`src/rtl/fifo_producer.sv`:
```
// Write-side burst traffic source for the async FIFO (clk1 domain).
// Write is decoded from registered state and Full; Data_in only advances on acceptance.
module fifo_producer #(
   parameter int WIDTH     = 1024,
   parameter int PTR_WIDTH = 9,
   parameter int CNT_WIDTH = 16
) (
   input  logic                 clk1,
   input  logic                 rst_n,
   input  logic                 start,
   input  logic                 mode,
   input  logic [31:0]          seed,
   input  logic [PTR_WIDTH:0]   burst_len,
   input  logic [CNT_WIDTH-1:0] gap_len,
   input  logic [CNT_WIDTH-1:0] num_bursts,
   input  logic                 Full,
   output logic [WIDTH-1:0]     Data_in,
   output logic                 Write,
   output logic                 busy,
   output logic                 done,
   output logic [CNT_WIDTH-1:0] words_sent
);

   typedef enum logic [1:0] {S_IDLE, S_BURST, S_GAP, S_DONE} state_t;

   localparam logic [31:0]          LFSR_MASK = 32'h8020_0003;
   localparam logic [PTR_WIDTH:0]   BLEN_ONE  = (PTR_WIDTH+1)'(1);
   localparam logic [CNT_WIDTH-1:0] CNT_ONE   = CNT_WIDTH'(1);
   localparam logic [CNT_WIDTH-1:0] CNT_ZERO  = '0;

   state_t               state_q, state_d;
   logic                 mode_q, mode_d;
   logic [31:0]          pat_q, pat_d;
   logic [PTR_WIDTH:0]   blen_q, blen_d;
   logic [PTR_WIDTH:0]   word_cnt_q, word_cnt_d;
   logic [CNT_WIDTH-1:0] gap_q, gap_d;
   logic [CNT_WIDTH-1:0] gap_cnt_q, gap_cnt_d;
   logic [CNT_WIDTH-1:0] burst_cnt_q, burst_cnt_d;
   logic [CNT_WIDTH-1:0] sent_q, sent_d;

   logic                 accept;
   logic [PTR_WIDTH:0]   blen_eff;
   logic [31:0]          pat_next;

   assign accept   = (state_q == S_BURST) && !Full;
   assign blen_eff = (burst_len == '0) ? BLEN_ONE : burst_len;
   assign pat_next = mode_q ? ((pat_q >> 1) ^ (pat_q[0] ? LFSR_MASK : 32'h0))
                            : (pat_q + 32'd1);

   always_ff @(posedge clk1) begin
      if (!rst_n) begin
         state_q     <= S_IDLE;
         mode_q      <= 1'b0;
         pat_q       <= '0;
         blen_q      <= '0;
         word_cnt_q  <= '0;
         gap_q       <= '0;
         gap_cnt_q   <= '0;
         burst_cnt_q <= '0;
         sent_q      <= '0;
      end else begin
         state_q     <= state_d;
         mode_q      <= mode_d;
         pat_q       <= pat_d;
         blen_q      <= blen_d;
         word_cnt_q  <= word_cnt_d;
         gap_q       <= gap_d;
         gap_cnt_q   <= gap_cnt_d;
         burst_cnt_q <= burst_cnt_d;
         sent_q      <= sent_d;
      end
   end

   always_comb begin
      state_d     = state_q;
      mode_d      = mode_q;
      pat_d       = pat_q;
      blen_d      = blen_q;
      word_cnt_d  = word_cnt_q;
      gap_d       = gap_q;
      gap_cnt_d   = gap_cnt_q;
      burst_cnt_d = burst_cnt_q;
      sent_d      = sent_q;
      case (state_q)
         S_IDLE: begin
            if (start) begin
               mode_d      = mode;
               blen_d      = blen_eff;
               word_cnt_d  = blen_eff;
               gap_d       = gap_len;
               burst_cnt_d = num_bursts;
               pat_d       = (mode && (seed == 32'h0)) ? 32'h1 : seed;
               sent_d      = CNT_ZERO;
               state_d     = (num_bursts == CNT_ZERO) ? S_DONE : S_BURST;
            end
         end
         S_BURST: begin
            if (accept) begin
               pat_d  = pat_next;
               sent_d = sent_q + CNT_ONE;
               if (word_cnt_q == BLEN_ONE) begin
                  // Burst boundary: reload the word counter; gap_len=0 keeps Write continuous.
                  if (burst_cnt_q == CNT_ONE) begin
                     state_d = S_DONE;
                  end else begin
                     burst_cnt_d = burst_cnt_q - CNT_ONE;
                     word_cnt_d  = blen_q;
                     if (gap_q != CNT_ZERO) begin
                        gap_cnt_d = gap_q;
                        state_d   = S_GAP;
                     end
                  end
               end else begin
                  word_cnt_d = word_cnt_q - BLEN_ONE;
               end
            end
         end
         S_GAP: begin
            gap_cnt_d = gap_cnt_q - CNT_ONE;
            if (gap_cnt_q == CNT_ONE) begin
               state_d = S_BURST;
            end
         end
         default: begin
            state_d = S_IDLE;
         end
      endcase
   end

   always_comb begin
      Write = (state_q == S_BURST) && !Full;
      busy  = (state_q == S_BURST) || (state_q == S_GAP);
      done  = (state_q == S_DONE);
   end

   assign words_sent = sent_q;

   generate
      if (WIDTH > 32) begin : g_zext
         assign Data_in = {{(WIDTH-32){1'b0}}, pat_q};
      end else if (WIDTH == 32) begin : g_exact
         assign Data_in = pat_q;
      end else begin : g_trunc
         assign Data_in = pat_q[WIDTH-1:0];
      end
   endgenerate

endmodule

```
`config.mk`:
```
export PLATFORM = sky130hd
export DESIGN_NAME = fifo_producer
export DESIGN_NICKNAME = d
export VERILOG_FILES = /design/src/rtl/fifo_producer.sv
export SDC_FILE = /design/constraint.sdc
export NUM_CORES = 1
export LEC_CHECK = 0
export BUFFER_PORTS_ARGS = -buffer_cell sky130_fd_sc_hd__buf_4
export CORE_AREA = 2 2 439 441
export CTS_CLUSTER_DIAMETER = 40
export CTS_CLUSTER_SIZE = 16
export DETAILED_ROUTE_END_ITERATION = 8
export DIE_AREA = 0 0 441 443
export PLACE_DENSITY = 0.36
export SLEW_MARGIN = 20
export SYNTH_ARGS = -nofsm -noshare
export SYNTH_HDL_FRONTEND = slang
export SYNTH_SLANG_ARGS = --single-unit
```
`constraint.sdc`:
```
create_clock -name clk1 -period 2.13 [get_ports clk1]
set_input_delay 0.3195 -clock clk1 [delete_from_list [all_inputs] [get_ports clk1]]
set_output_delay 0.3195 -clock clk1 [all_outputs]
set_load 0.05 [all_outputs]
```
==> results.tsv, run 1 <==
stage	metric	value	unit
power_and_ir_drop	power density relative to cell area	1116	mW/mm²
placed_design	final weighted congestion of routability-driven global placement	0.7526	
critical_path	kind of end point of the critical path	flip-flop	
placed_design	half-perimeter wire length after detailed placement	46410	µm
clock_tree	root cell of the clock tree	sky130_fd_sc_hd__clkbuf_16	
route	vias after detailed routing	10590	
clock_tree	latest clock arrival within the worst-skew pair	0.45	ns
critical_path	reg-to-reg startpoint	word_cnt_q[5]	
finish	area growth from synthesis to layout	16.42	%
yosys	number of distinct library cell variants in the gate-level netlist after synthesis	61	
power_and_ir_drop	internal portion of total power	8.014	mW
yosys	summed instance area of the synthesized netlist	0.01458	mm²
placed_design	Cells after DPL	4714	
yosys	sequential element share of the synthesized area	16.34	%
timing	peak clock frequency supported by timing	0.4513	GHz
clock_tree	CTS tree	yes	
global_routing	sum of overflow across all layers after global routing	0	
global_routing	combined global-route utilization of all metal layers	5.169	%
critical_path	register-to-register path setup slack	-0.09	ns
finish	share of layout cells above drive strength 1	17.87	%
die	area enclosed by the die boundary	0.1954	mm²
die	width of the die	441	µm
die	number of standard-cell rows in the floorplan	161	
clock_tree	Clock Tree Buf Depth	2	
yosys	number of synthesized register bits	119	
critical_path	worst setup path start	word_cnt_q[5]	
global_routing	vias in the first global route	8405	
yosys	per-instance average area after synthesis	7.396	µm²
placed_design	number of port buffers	129	
critical_path	required time worst endpoint	2.49	ns
status	status	finished with violations	
hold_path	Hold WC Path Type	in2reg	
yosys	YS warnings	0	
yosys	Post-synth ARST share	0	%
critical_path	capturing instance or port of the critical path	burst_cnt_q[4]	
power_and_ir_drop	net switching power	10.93	mW
critical_path	crit path DAT	2.58	ns
critical_path	startpoint-to-endpoint class of the critical path	reg2reg	
critical_path	count of cells along the worst register-to-register path	7	
die	# IOs	1122	
power_and_ir_drop	Total Power Consumption	18.95	mW
timing	setup repair after global routing missed its margin	yes	
power_and_ir_drop	switching portion of total power	57.70	%
timing	number of max-slew violations in the final report	0	
global_routing	number of antenna violations at the first check in global routing	21	
route	number of routed nets with antenna violations	0	
power_and_ir_drop	Clock power frac	16.3	%
die	core area	0.1912	mm²
route	First DRT Iteration DRCs	525	
yosys	primary flip-flop cell chosen by synthesis mapping	sky130_fd_sc_hd__dfxtp_1	
die	initial cell density of the core	7.626	%
timing	Final Critical Period	2.216	ns
hold_path	hold_sp	gap_len[0]	
yosys	top cells by area, synth	sky130_fd_sc_hd__buf_4, sky130_fd_sc_hd__dfxtp_1, sky130_fd_sc_hd__a21oi_1	
flow_run	Maximum Capacitance Violations	0	
die	height of the die	443	µm
clock_tree	# H-tree levels	4	
yosys	share of Yosys cell area claimed by the top area cell type	51.09	%
timing	setup clock skew after layout	0.01438	ns
route	TritonRoute pass-1 iters	4	
timing	share of the clock period used by the worst path after layout	104.0	%
finish	utilization of the core after routing	8.878	%
power_and_ir_drop	logic gate share of total power	66.3	%
clock_tree	TritonCTS buffer count	17	
timing	summed negative setup slack over all endpoints	-0.3984	ns
timing	count of final setup violators	7	
timing	worst path setup slack after routing	-0.08593	ns
yosys	synthesized instance count	1971	
finish	net total in the final layout	2305	
critical_path	end of the worst register-to-register path	burst_cnt_q[4]	
status	failing checks	setup timing	
power_and_ir_drop	worst-case vdd ir drop	0.4778	mV
route	vias per cell	2.228	
finish	Layout Cells excl Fill	4754	
route	final WL	54210	µm
critical_path	Startpoint Class	flip-flop	
timing	number of failing hold endpoints at the final stage	0	
power_and_ir_drop	Leak Pwr	7.438	nW
clock_tree	CTS Sinks	119	
yosys	number of flops mapped to enable cells by yosys	0	
clock_tree	clock edge transition at the registers on the reported setup and hold paths	0.06	ns
global_routing	wire length of the first global-routing pass	69210	µm
route	routed len/inst	11.40	µm
route	number of remaining DRC errors	0	
critical_path	largest driver fanout on the critical path	3	
power_and_ir_drop	Sequential Power Share	17.4	%
yosys	library cell occupying the most area in the post-synthesis netlist	sky130_fd_sc_hd__buf_4	
global_routing	largest net degree at the start of global routing	39	
cell usage in the layout (no fill, tap or decap), types with 6 or more instances in the layout:
| master | n |
|---|---|
| sky130_fd_sc_hd__dfxtp_2 | 12 |
| sky130_fd_sc_hd__nor2_1 | 75 |
| sky130_fd_sc_hd__a31oi_1 | 12 |
| sky130_fd_sc_hd__o21ai_0 | 76 |
| sky130_fd_sc_hd__nor3_1 | 23 |
| sky130_fd_sc_hd__mux2i_1 | 6 |
| sky130_fd_sc_hd__nor2b_1 | 9 |
| sky130_fd_sc_hd__buf_4 | 286 |
| sky130_fd_sc_hd__and3_1 | 19 |
| sky130_fd_sc_hd__a21oi_1 | 124 |
| sky130_fd_sc_hd__nor4_1 | 24 |
| sky130_fd_sc_hd__buf_12 | 7 |
| sky130_fd_sc_hd__nand4_1 | 17 |
| sky130_fd_sc_hd__xor2_1 | 22 |
| sky130_fd_sc_hd__dfxtp_1 | 103 |
| sky130_fd_sc_hd__inv_1 | 20 |
| sky130_fd_sc_hd__nor3_2 | 6 |
| sky130_fd_sc_hd__mux2_2 | 7 |
| sky130_fd_sc_hd__or3_1 | 8 |
| sky130_fd_sc_hd__ha_1 | 10 |
| sky130_fd_sc_hd__a221oi_1 | 7 |
| sky130_fd_sc_hd__o32ai_1 | 7 |
| sky130_fd_sc_hd__conb_1 | 992 |
| sky130_fd_sc_hd__clkbuf_16 | 17 |
| sky130_fd_sc_hd__o211ai_1 | 9 |
| sky130_fd_sc_hd__xnor2_1 | 20 |
| sky130_fd_sc_hd__a211oi_1 | 12 |
| sky130_fd_sc_hd__a21o_1 | 8 |
| sky130_fd_sc_hd__nand2_1 | 129 |
| sky130_fd_sc_hd__nand3_1 | 32 |
| sky130_fd_sc_hd__o21a_1 | 6 |
power by group through the flow:
stage,registers (mW),clock network [mW],logic [mW]
finish,3.29,3.09,12.6
global route,3.38,3.31,13.5
CTS,3.27,3.21,12.6
detailed placement,3.30,0,12.4
global placement,3.30,0,12.5
floorplan,4.08,0,8.85
state kept, by name, indices dropped and copies added (netlist names):
signal	flops
blen_q	10
burst_cnt_q	16
gap_cnt_q	16
gap_q	16
mode_q	1
pat_q	32
state_q	2
word_cnt_q	10
words_sent	16
layout make-up:
class,count,area [µm²]
clock inverter,10,118.9
fill,22380,174200
tap,2526,3161
sequential,119,2412
clock buffer,22,484.2
inverter,23,86.33
timing repair buffer,298,2347
antenna,1,2.502
multi-input combinational,1755,8359
logic make-up after synthesis:
kind of cell / after synthesis / synth area share, %
AND/OR/NAND/NOR: 386 / 12.83
buffers and inverters: 1088 / 53.63
flip-flops: 119 / 16.34
adder cells (fa/ha/maj): 12 / 1.030
AO/OA/AOI/OAI: 310 / 12.67
XOR/XNOR: 42 / 2.523
other: 1 / 0.02572
multiplexers: 13 / 0.9528
metal layers:
metal,vias to the layer above,share of wire [%],GRT usage (%)
met5,-,0,0
met4,0,1.7,1.251
met3,56,5.2,1.027
met2,536,58,10.23
met1,4957,35,5.450
li1,5045,-,-
what timing repair did:
| item | CTS | global route |
|---|---|---|
| pin swaps | 3 | 11 |
| endpoints found under the setup margin | 33 | 54 |
| buffers inserted | 2 | 6 |
| gates resized for setup | 23 | 32 |
| hold buffers | 0 | 0 |
worst max-delay path: stages, from the launching register on:
cell                      delay [ns]
sky130_fd_sc_hd__dfxtp_2        0.32
sky130_fd_sc_hd__or4_4          0.55
sky130_fd_sc_hd__or3_4          0.36
sky130_fd_sc_hd__buf_6          0.13
sky130_fd_sc_hd__nor2_4         0.12
sky130_fd_sc_hd__nand3_2        0.09
sky130_fd_sc_hd__or4_1          0.41
sky130_fd_sc_hd__a31oi_1        0.17
Yosys cell counts, types with 3 or more instances:
library cell                instances
sky130_fd_sc_hd__a21oi_1          127
sky130_fd_sc_hd__mux2_2             7
sky130_fd_sc_hd__buf_4            992
sky130_fd_sc_hd__a21o_1             8
sky130_fd_sc_hd__a31oi_1           12
sky130_fd_sc_hd__nor4_1            30
sky130_fd_sc_hd__a221oi_1           9
sky130_fd_sc_hd__o32ai_1            7
sky130_fd_sc_hd__a22o_1             3
sky130_fd_sc_hd__xor2_1            22
sky130_fd_sc_hd__dfxtp_1          119
sky130_fd_sc_hd__and3_1            19
sky130_fd_sc_hd__nand2_1          131
sky130_fd_sc_hd__and2_1             3
sky130_fd_sc_hd__nor4b_1            6
sky130_fd_sc_hd__clkbuf_1          66
sky130_fd_sc_hd__nand3_1           34
sky130_fd_sc_hd__mux2i_1            6
sky130_fd_sc_hd__inv_1             23
sky130_fd_sc_hd__or4_1              5
sky130_fd_sc_hd__ha_1              12
sky130_fd_sc_hd__nor2b_1            9
sky130_fd_sc_hd__buf_1              4
sky130_fd_sc_hd__nand2b_1           5
sky130_fd_sc_hd__and4_1             4
sky130_fd_sc_hd__nor2_1            76
sky130_fd_sc_hd__or3_1             10
sky130_fd_sc_hd__xnor2_1           20
sky130_fd_sc_hd__o21a_1             6
sky130_fd_sc_hd__o22ai_1            6
sky130_fd_sc_hd__a22oi_1            5
sky130_fd_sc_hd__nand4_1           17
sky130_fd_sc_hd__o31ai_1            3
sky130_fd_sc_hd__o21ai_0           80
sky130_fd_sc_hd__nor3_1            28
sky130_fd_sc_hd__o2111ai_1          4
sky130_fd_sc_hd__o211ai_1           9
sky130_fd_sc_hd__a211oi_1          12
worst min path at each step:
stage                end  slack [ns]  cells past startpoint
2_1_floorplan  blen_q[7]        0.43                      2
3_3_place_gp   blen_q[7]        0.44                      2
3_5_place_dp   blen_q[7]        0.45                      2
4_1_cts        gap_q[13]         0.1                      3
5_1_grt        gap_q[13]        0.11                      3
6_report        gap_q[0]        0.13                      3
per-stage QoR:
stage                     instance area [µm²]  setup WS [ns]  hold WS (ns)
final                                   16970       -0.08593        0.1311
after floorplan                         18360       -0.08795        0.4332
after global routing                    16970        -0.1780        0.1095
after detailed placement                16060        -0.3537        0.4497
after CTS                               16800       -0.08518       0.09822
after global placement                  16060        -0.4018        0.4438
No activity file was read; power rests on OpenSTA's default activity.
==> run 2, diff against run 1 <==
Settings changed: ABC_AREA set to 1, CORE_AREA 2 2 439 441 to 2 2 435 437, DIE_AREA 0 0 441 443 to 0 0 437 439, PLACE_DENSITY 0.36 to 0.37, SKIP_CTS_REPAIR_TIMING set to 1.
==> results.tsv, run 2 <==
stage	metric	value	unit	change
finish	area growth from synthesis to layout	7.685	%	
yosys	synthesized instance count	2382		+21%
yosys	Commonest cells post-synth	sky130_fd_sc_hd__buf_4, sky130_fd_sc_hd__nand2_1, sky130_fd_sc_hd__nor2_1		
timing	worst path setup slack after routing	0.1201	ns	+0.2060 ns
power_and_ir_drop	logic gate share of total power	67.6	%	+1.3 points
timing	count of final setup violators	0		-7
die	core area	0.1870	mm²	-2.2%
die	area enclosed by the die boundary	0.1918	mm²	-1.8%
route	routed len/inst	9.731	µm	-15%
timing	Final Critical Period	2.010	ns	-0.2060 ns
critical_path	end of the worst register-to-register path	words_sent[5]		
yosys	number of flops mapped to enable cells by yosys	0		unchanged
power_and_ir_drop	switching portion of total power	61.90	%	+4.2 points
yosys	Post-synth ARST share	0	%	unchanged
timing	setup clock skew after layout	0.01481	ns	+0.0004330 ns
power_and_ir_drop	Clock power frac	14.0	%	-2.3 points
placed_design	final weighted congestion of routability-driven global placement	0.7717		+2.5%
route	vias per cell	2.297		+3.1%
route	number of routed nets with antenna violations	0		unchanged
critical_path	worst setup path start	state_q[1]		
die	number of standard-cell rows in the floorplan	159		-1.2%
power_and_ir_drop	worst-case vdd ir drop	0.5757	mV	+20%
yosys	simple-gate share of the synthesized area	21.66	%	+8.8 points
yosys	cell with the most instances after synthesis	sky130_fd_sc_hd__buf_4		
finish	commonest cells after routing, fill and taps aside	sky130_fd_sc_hd__conb_1, sky130_fd_sc_hd__nand2_1, sky130_fd_sc_hd__nor2_1		
critical_path	reg-to-reg startpoint	state_q[1]		
placed_design	half-perimeter wire length after detailed placement	40830	µm	-12%
critical_path	crit path DAT	1.69	ns	-0.89 ns
flow_run	Maximum Capacitance Violations	0		unchanged
critical_path	startpoint-to-endpoint class of the critical path	reg2out		
global_routing	largest net degree at the start of global routing	83		+110%
critical_path	kind of end point of the critical path	output port		
timing	post-route worst hold slack	0.08753	ns	-0.04353 ns
yosys	number of synthesized register bits	119		unchanged
route	final WL	48970	µm	-9.7%
die	initial cell density of the core	8.341	%	+0.72 points
critical_path	register-to-register path setup slack	0.18	ns	+0.27 ns
timing	setup repair after global routing missed its margin	no		
clock_tree	Clock Tree Buf Depth	2		unchanged
die	# IOs	1122		unchanged
global_routing	met3 global-route usage	1.162	%	+0.14 points
timing	number of max-slew violations in the final report	0		unchanged
timing	summed negative setup slack over all endpoints	0	ns	+0.3984 ns
route	TritonRoute pass-1 iters	5		+1
global_routing	layer with the highest usage after global routing	met2		
timing	share of the clock period used by the worst path after layout	94.36	%	-9.7 points
route	vias after detailed routing	11560		+9.1%
yosys	library cell occupying the most area in the post-synthesis netlist	sky130_fd_sc_hd__buf_4		
yosys	per-instance average area after synthesis	6.548	µm²	-11%
power_and_ir_drop	Leak Pwr	7.880	nW	+5.9%
global_routing	fraction of met1 tracks used by global routing	5.487	%	+0.037 points
finish	most common cell after layout, fill and taps aside	sky130_fd_sc_hd__conb_1		
clock_tree	latest clock arrival within the worst-skew pair	0.49	ns	+0.04 ns
yosys	share of synthesized area spent on multiplexers	0	%	-0.95 points
power_and_ir_drop	internal portion of total power	8.174	mW	+2.0%
critical_path	required time worst endpoint	1.81	ns	-0.68 ns
global_routing	vias in the first global route	9238		+9.9%
yosys	Synth Area in Compound Gates	8.567	%	-4.1 points
clock_tree	root cell of the clock tree	sky130_fd_sc_hd__clkbuf_16		
yosys	primary flip-flop cell chosen by synthesis mapping	sky130_fd_sc_hd__dfxtp_1		
yosys	sequential element share of the synthesized area	15.27	%	-1.1 points
timing	peak clock frequency supported by timing	0.4975	GHz	+10%
finish	share of layout cells above drive strength 1	9.747	%	-8.1 points
clock_tree	clock edge transition at the registers on the reported setup and hold paths	0.08	ns	+0.02 ns
power_and_ir_drop	net switching power	13.28	mW	+21%
timing	number of failing hold endpoints at the final stage	0		unchanged
placed_design	worst setup slack before clock tree synthesis	-0.04056	ns	+0.3131 ns
status	status	completed		
route	First DRT Iteration DRCs	474		-9.7%
die	height of the die	439	µm	-0.90%
finish	net total in the final layout	2612		+13%
clock_tree	# H-tree levels	4		unchanged
yosys	share of Yosys cell area claimed by the top area cell type	47.84	%	-3.2 points
power_and_ir_drop	power density relative to cell area	1277	mW/mm²	+14%
yosys	summed instance area of the synthesized netlist	0.01560	mm²	+7.0%
clock_tree	TritonCTS buffer count	17		unchanged
finish	utilization of the core after routing	8.982	%	+0.10 points
yosys	xor and xnor fraction of the mapped netlist area	0.9546	%	-1.6 points
global_routing	combined global-route utilization of all metal layers	4.568	%	-0.60 points
power_and_ir_drop	Sequential Power Share	18.4	%	+1.0 points
yosys	YS warnings	0		unchanged
power_and_ir_drop	Total Power Consumption	21.45	mW	+13%
yosys	largest family of logic cells by synthesized area	buffers and inverters		
finish	flip-flop count of the largest register, all copies and words added	32		unchanged
clock_tree	CTS tree	yes		
yosys	number of distinct library cell variants in the gate-level netlist after synthesis	40		-34%
route	number of remaining DRC errors	0		unchanged
global_routing	global routing met2 resource utilization	7.753	%	-2.5 points
hold_path	Hold WC Path Type	in2reg		
placed_design	number of port buffers	129		unchanged
finish	Largest Register	pat_q		
yosys	top cells by area, synth	sky130_fd_sc_hd__buf_4, sky130_fd_sc_hd__dfxtp_1, sky130_fd_sc_hd__nand2_1		
die	width of the die	437	µm	-0.91%
yosys	adder-cell share of the synthesized area	0.9626	%	-0.067 points
global_routing	wire length of the first global-routing pass	63320	µm	-8.5%
global_routing	sum of overflow across all layers after global routing	0		unchanged
critical_path	count of cells along the worst register-to-register path	10		+3
critical_path	capturing instance or port of the critical path	Write		
critical_path	largest driver fanout on the critical path	21		+18
global_routing	number of antenna violations at the first check in global routing	16		-24%
clock_tree	CTS Sinks	119		unchanged
critical_path	Startpoint Class	flip-flop		
run 2: cell type report:
| cell class | count | area (µm²) |
|---|---|---|
| Inverter | 130 | 495.5 |
| Sequential cell | 119 | 2384 |
| Multi-Input combinational cell | 2078 | 8750 |
| Fill cell | 22200 | 170200 |
| Clock inverter | 15 | 156.4 |
| Antenna cell | 3 | 7.507 |
| Tap cell | 2495 | 3122 |
| Timing Repair Buffer | 175 | 1456 |
| Clock buffer | 17 | 425.4 |
run 2: power by group through the flow:
| stage | logic [mW] | clock network [mW] | registers (mW) |
|---|---|---|---|
| global placement | 14.3 | 0 | 4.01 |
| finish | 14.5 | 3.01 | 3.94 |
| detailed placement | 14.4 | 0 | 3.99 |
| floorplan | 11.5 | 0 | 4.60 |
| global route | 16.0 | 3.22 | 4.09 |
| CTS | 14.4 | 3.16 | 3.95 |
run 2: how the worst min path moves through the flow:
stage                            from         to  slack, ns  depth (start not counted)
final                     gap_len[12]  gap_q[12]       0.09                          3
after global routing      gap_len[15]  gap_q[15]       0.06                          3
after CTS                 gap_len[15]  gap_q[15]       0.03                          3
after detailed placement    blen_q[8]  blen_q[8]       0.45                          2
after global placement      blen_q[1]  blen_q[1]       0.45                          2
after floorplan             blen_q[8]  blen_q[8]       0.43                          2
run 2: worst max-delay path: stages, from the launching register on:
cell and delay [ns]:
sky130_fd_sc_hd__dfxtp_1 0.37, sky130_fd_sc_hd__inv_2 0.08, sky130_fd_sc_hd__ha_4 0.20, sky130_fd_sc_hd__inv_8 0.13, sky130_fd_sc_hd__buf_16 0.19, sky130_fd_sc_hd__nor2_1 0.05, sky130_fd_sc_hd__buf_4 0.18
run 2: metal layers:
metal,vias to the layer above,share of wire [%]
met4,2,3.0
met1,5240,40
met3,66,6.0
met5,-,0.031
li1,5750,-
met2,503,51
run 2: stage by stage:
stage	cell area [µm²]	cells
finish	16800	5032
global route	16790	5031
CTS	16700	5026
detailed placement	16120	4994
global placement	16120	4994
floorplan	19320	3373
run 2: cell families after synthesis:
family	after synthesis
flops	119
xor+xnor	17
buf+inv	1176
other cells	1
fa+ha+maj	12
simple gates	801
compound gates	256
==> run 3, diff against run 2 <==
Settings changed: PLACE_DENSITY 0.37 to 0.3.
==> results.tsv, run 3 (synthesis results as in run 2) <==
stage	metric	value	unit	change
global_routing	combined global-route utilization of all metal layers	5.030	%	+0.46 points
finish	net total in the final layout	2624		+0.46%
route	vias after detailed routing	11650		+0.75%
finish	commonest cells after routing, fill and taps aside	sky130_fd_sc_hd__conb_1, sky130_fd_sc_hd__nand2_1, sky130_fd_sc_hd__nor2_1		
critical_path	crit path cell chain	inv_2, ha_4, inv_4, buf_6, nor2_1, buf_4		
clock_tree	clock edge transition at the registers on the reported setup and hold paths	0.07	ns	about the same
timing	setup clock skew after layout	0.01713	ns	+0.002321 ns
power_and_ir_drop	logic gate share of total power	67.5	%	about the same
timing	share of the clock period used by the worst path after layout	94.08	%	-0.28 points
power_and_ir_drop	Sequential Power Share	18.2	%	-0.2 points
timing	setup repair after global routing missed its margin	no		
clock_tree	Clock Tree Buf Depth	2		unchanged
timing	peak clock frequency supported by timing	0.4990	GHz	+0.30%
power_and_ir_drop	internal portion of total power	8.361	mW	+2.3%
timing	number of max-slew violations in the final report	0		unchanged
power_and_ir_drop	power density relative to cell area	1288	mW/mm²	+0.84%
timing	worst path setup slack after routing	0.1261	ns	+0.006005 ns
global_routing	number of antenna violations at the first check in global routing	21		+5
clock_tree	CTS tree	yes		
global_routing	vias in the first global route	9585		+3.8%
route	TritonRoute pass-1 iters	5		unchanged
clock_tree	TritonCTS buffer count	17		unchanged
global_routing	largest net degree at the start of global routing	49		-41%
placed_design	worst setup slack before clock tree synthesis	0.06622	ns	+0.1068 ns
route	vias per cell	2.309		+0.51%
finish	final instance area	0.01683	mm²	+0.23%
flow_run	Maximum Capacitance Violations	0		unchanged
timing	number of failing hold endpoints at the final stage	0		unchanged
clock_tree	latest clock arrival within the worst-skew pair	0.48	ns	about the same
hold_path	Hold WC Path Type	in2reg		
placed_design	cell area after placement	0.01613	mm²	about the same
critical_path	crit path DAT	1.68	ns	about the same
die	initial cell density of the core	8.341	%	unchanged
global_routing	sum of overflow across all layers after global routing	0		unchanged
clock_tree	CTS Sinks	119		unchanged
power_and_ir_drop	Leak Pwr	7.917	nW	+0.47%
die	core area	0.1870	mm²	unchanged
timing	measured slew at the worst slew-check pin	0.6614	ns	
die	# IOs	1122		unchanged
power_and_ir_drop	net switching power	13.32	mW	+0.33%
placed_design	half-perimeter wire length after detailed placement	44480	µm	+8.9%
timing	Final Critical Period	2.004	ns	-0.006005 ns
critical_path	reg-to-reg startpoint	state_q[1]		
critical_path	worst setup path start	state_q[1]		
critical_path	required time worst endpoint	1.81	ns	about the same
critical_path	largest driver fanout on the critical path	14		-33%
finish	most common cell after layout, fill and taps aside	sky130_fd_sc_hd__conb_1		
route	number of routed nets with antenna violations	0		unchanged
route	final WL	53070	µm	+8.4%
finish	filler cell count	22220		+0.072%
die	area enclosed by the die boundary	0.1918	mm²	unchanged
placed_design	final weighted congestion of routability-driven global placement	0.7435		-3.7%
critical_path	cell type group with the largest total delay on the critical path	buffers and inverters		
critical_path	startpoint-to-endpoint class of the critical path	reg2out		
power_and_ir_drop	worst-case vdd ir drop	0.7441	mV	+29%
finish	Largest Register	pat_q		
die	number of standard-cell rows in the floorplan	159		unchanged
finish	flip-flop count of the largest register, all copies and words added	32		unchanged
timing	tightest slew margin relative to the limit	55.50	%	
hold_path	hold_sp	gap_len[3]		
critical_path	CP max stage cell	sky130_fd_sc_hd__dfxtp_1		
clock_tree	# H-tree levels	4		unchanged
global_routing	wire length of the first global-routing pass	68940	µm	+8.9%
clock_tree	root cell of the clock tree	sky130_fd_sc_hd__clkbuf_16		
route	First DRT Iteration DRCs	444		-6.3%
critical_path	Startpoint Class	flip-flop		
timing	summed negative setup slack over all endpoints	0	ns	unchanged
critical_path	kind of end point of the critical path	output port		
die	width of the die	437	µm	unchanged
critical_path	CP max stage delay	0.37	ns	about the same
finish	utilization of the core after routing	9.002	%	+0.021 points
placed_design	number of port buffers	129		unchanged
status	status	completed		
die	height of the die	439	µm	unchanged
power_and_ir_drop	switching portion of total power	61.44	%	-0.46 points
route	routed len/inst	10.52	µm	+8.1%
critical_path	WP buf/inv	4		unchanged
timing	count of final setup violators	0		unchanged
finish	area growth from synthesis to layout	7.934	%	
power_and_ir_drop	Clock power frac	14.3	%	+0.3 points
finish	share of layout cells above drive strength 1	10.29	%	+0.54 points
route	number of remaining DRC errors	0		unchanged
-- run 3: worst min-delay path, stage by stage --
cell and delay [ns]:
sky130_fd_sc_hd__buf_4 0.08, sky130_fd_sc_hd__o21ai_0 0.07, sky130_fd_sc_hd__nor2_1 0.07
-- run 3: final cells by class --
type	count	area, µm²	share of cell area [%]
multi-input combinational	2079	8777	52.14
timing repair buffer	186	1463	8.688
tap	2495	3122	18.54
antenna	3	7.507	0.04459
clock inverter	15	166.4	0.9885
inverter	130	490.5	2.913
sequential	119	2384	14.16
clock buffer	17	425.4	2.527
-- run 3: worst paths after layout --
kind	end	slack, ns	cells after the start
worst max-delay path	Write	0.13	6
worst min-delay path	gap_q[3]	0.09	3
worst max register to register	pat_q[0]	0.23	11
worst min register to register	blen_q[8]	0.46	2
-- run 3: routing by layer --
metal	GRT usage (%)	share of wire, %	vias up
met5	0	0.051	-
met4	2.253	3.2	4
met3	1.424	6.3	78
met2	9.300	55	490
met1	5.243	36	5303
li1	-	-	5773
-- run 3: power by group through the flow --
stage	registers, mW	logic (mW)	clock network, mW
2_1_floorplan	4.60	11.5	0
3_3_place_gp	4.01	14.5	0
3_5_place_dp	4.00	14.5	0
4_1_cts	3.96	14.5	3.24
5_1_grt	4.09	16.2	3.31
6_report	3.95	14.6	3.10
-- run 3: through the flow --
stage          hold slack, ns  instances  power, mW
2_1_floorplan          0.4297       3373      16.11
3_3_place_gp           0.4444       5002      18.53
3_5_place_dp           0.4480       5002      18.48
4_1_cts               0.05212       5034      21.73
5_1_grt               0.06879       5043      23.60
6_report              0.08949       5044      21.68
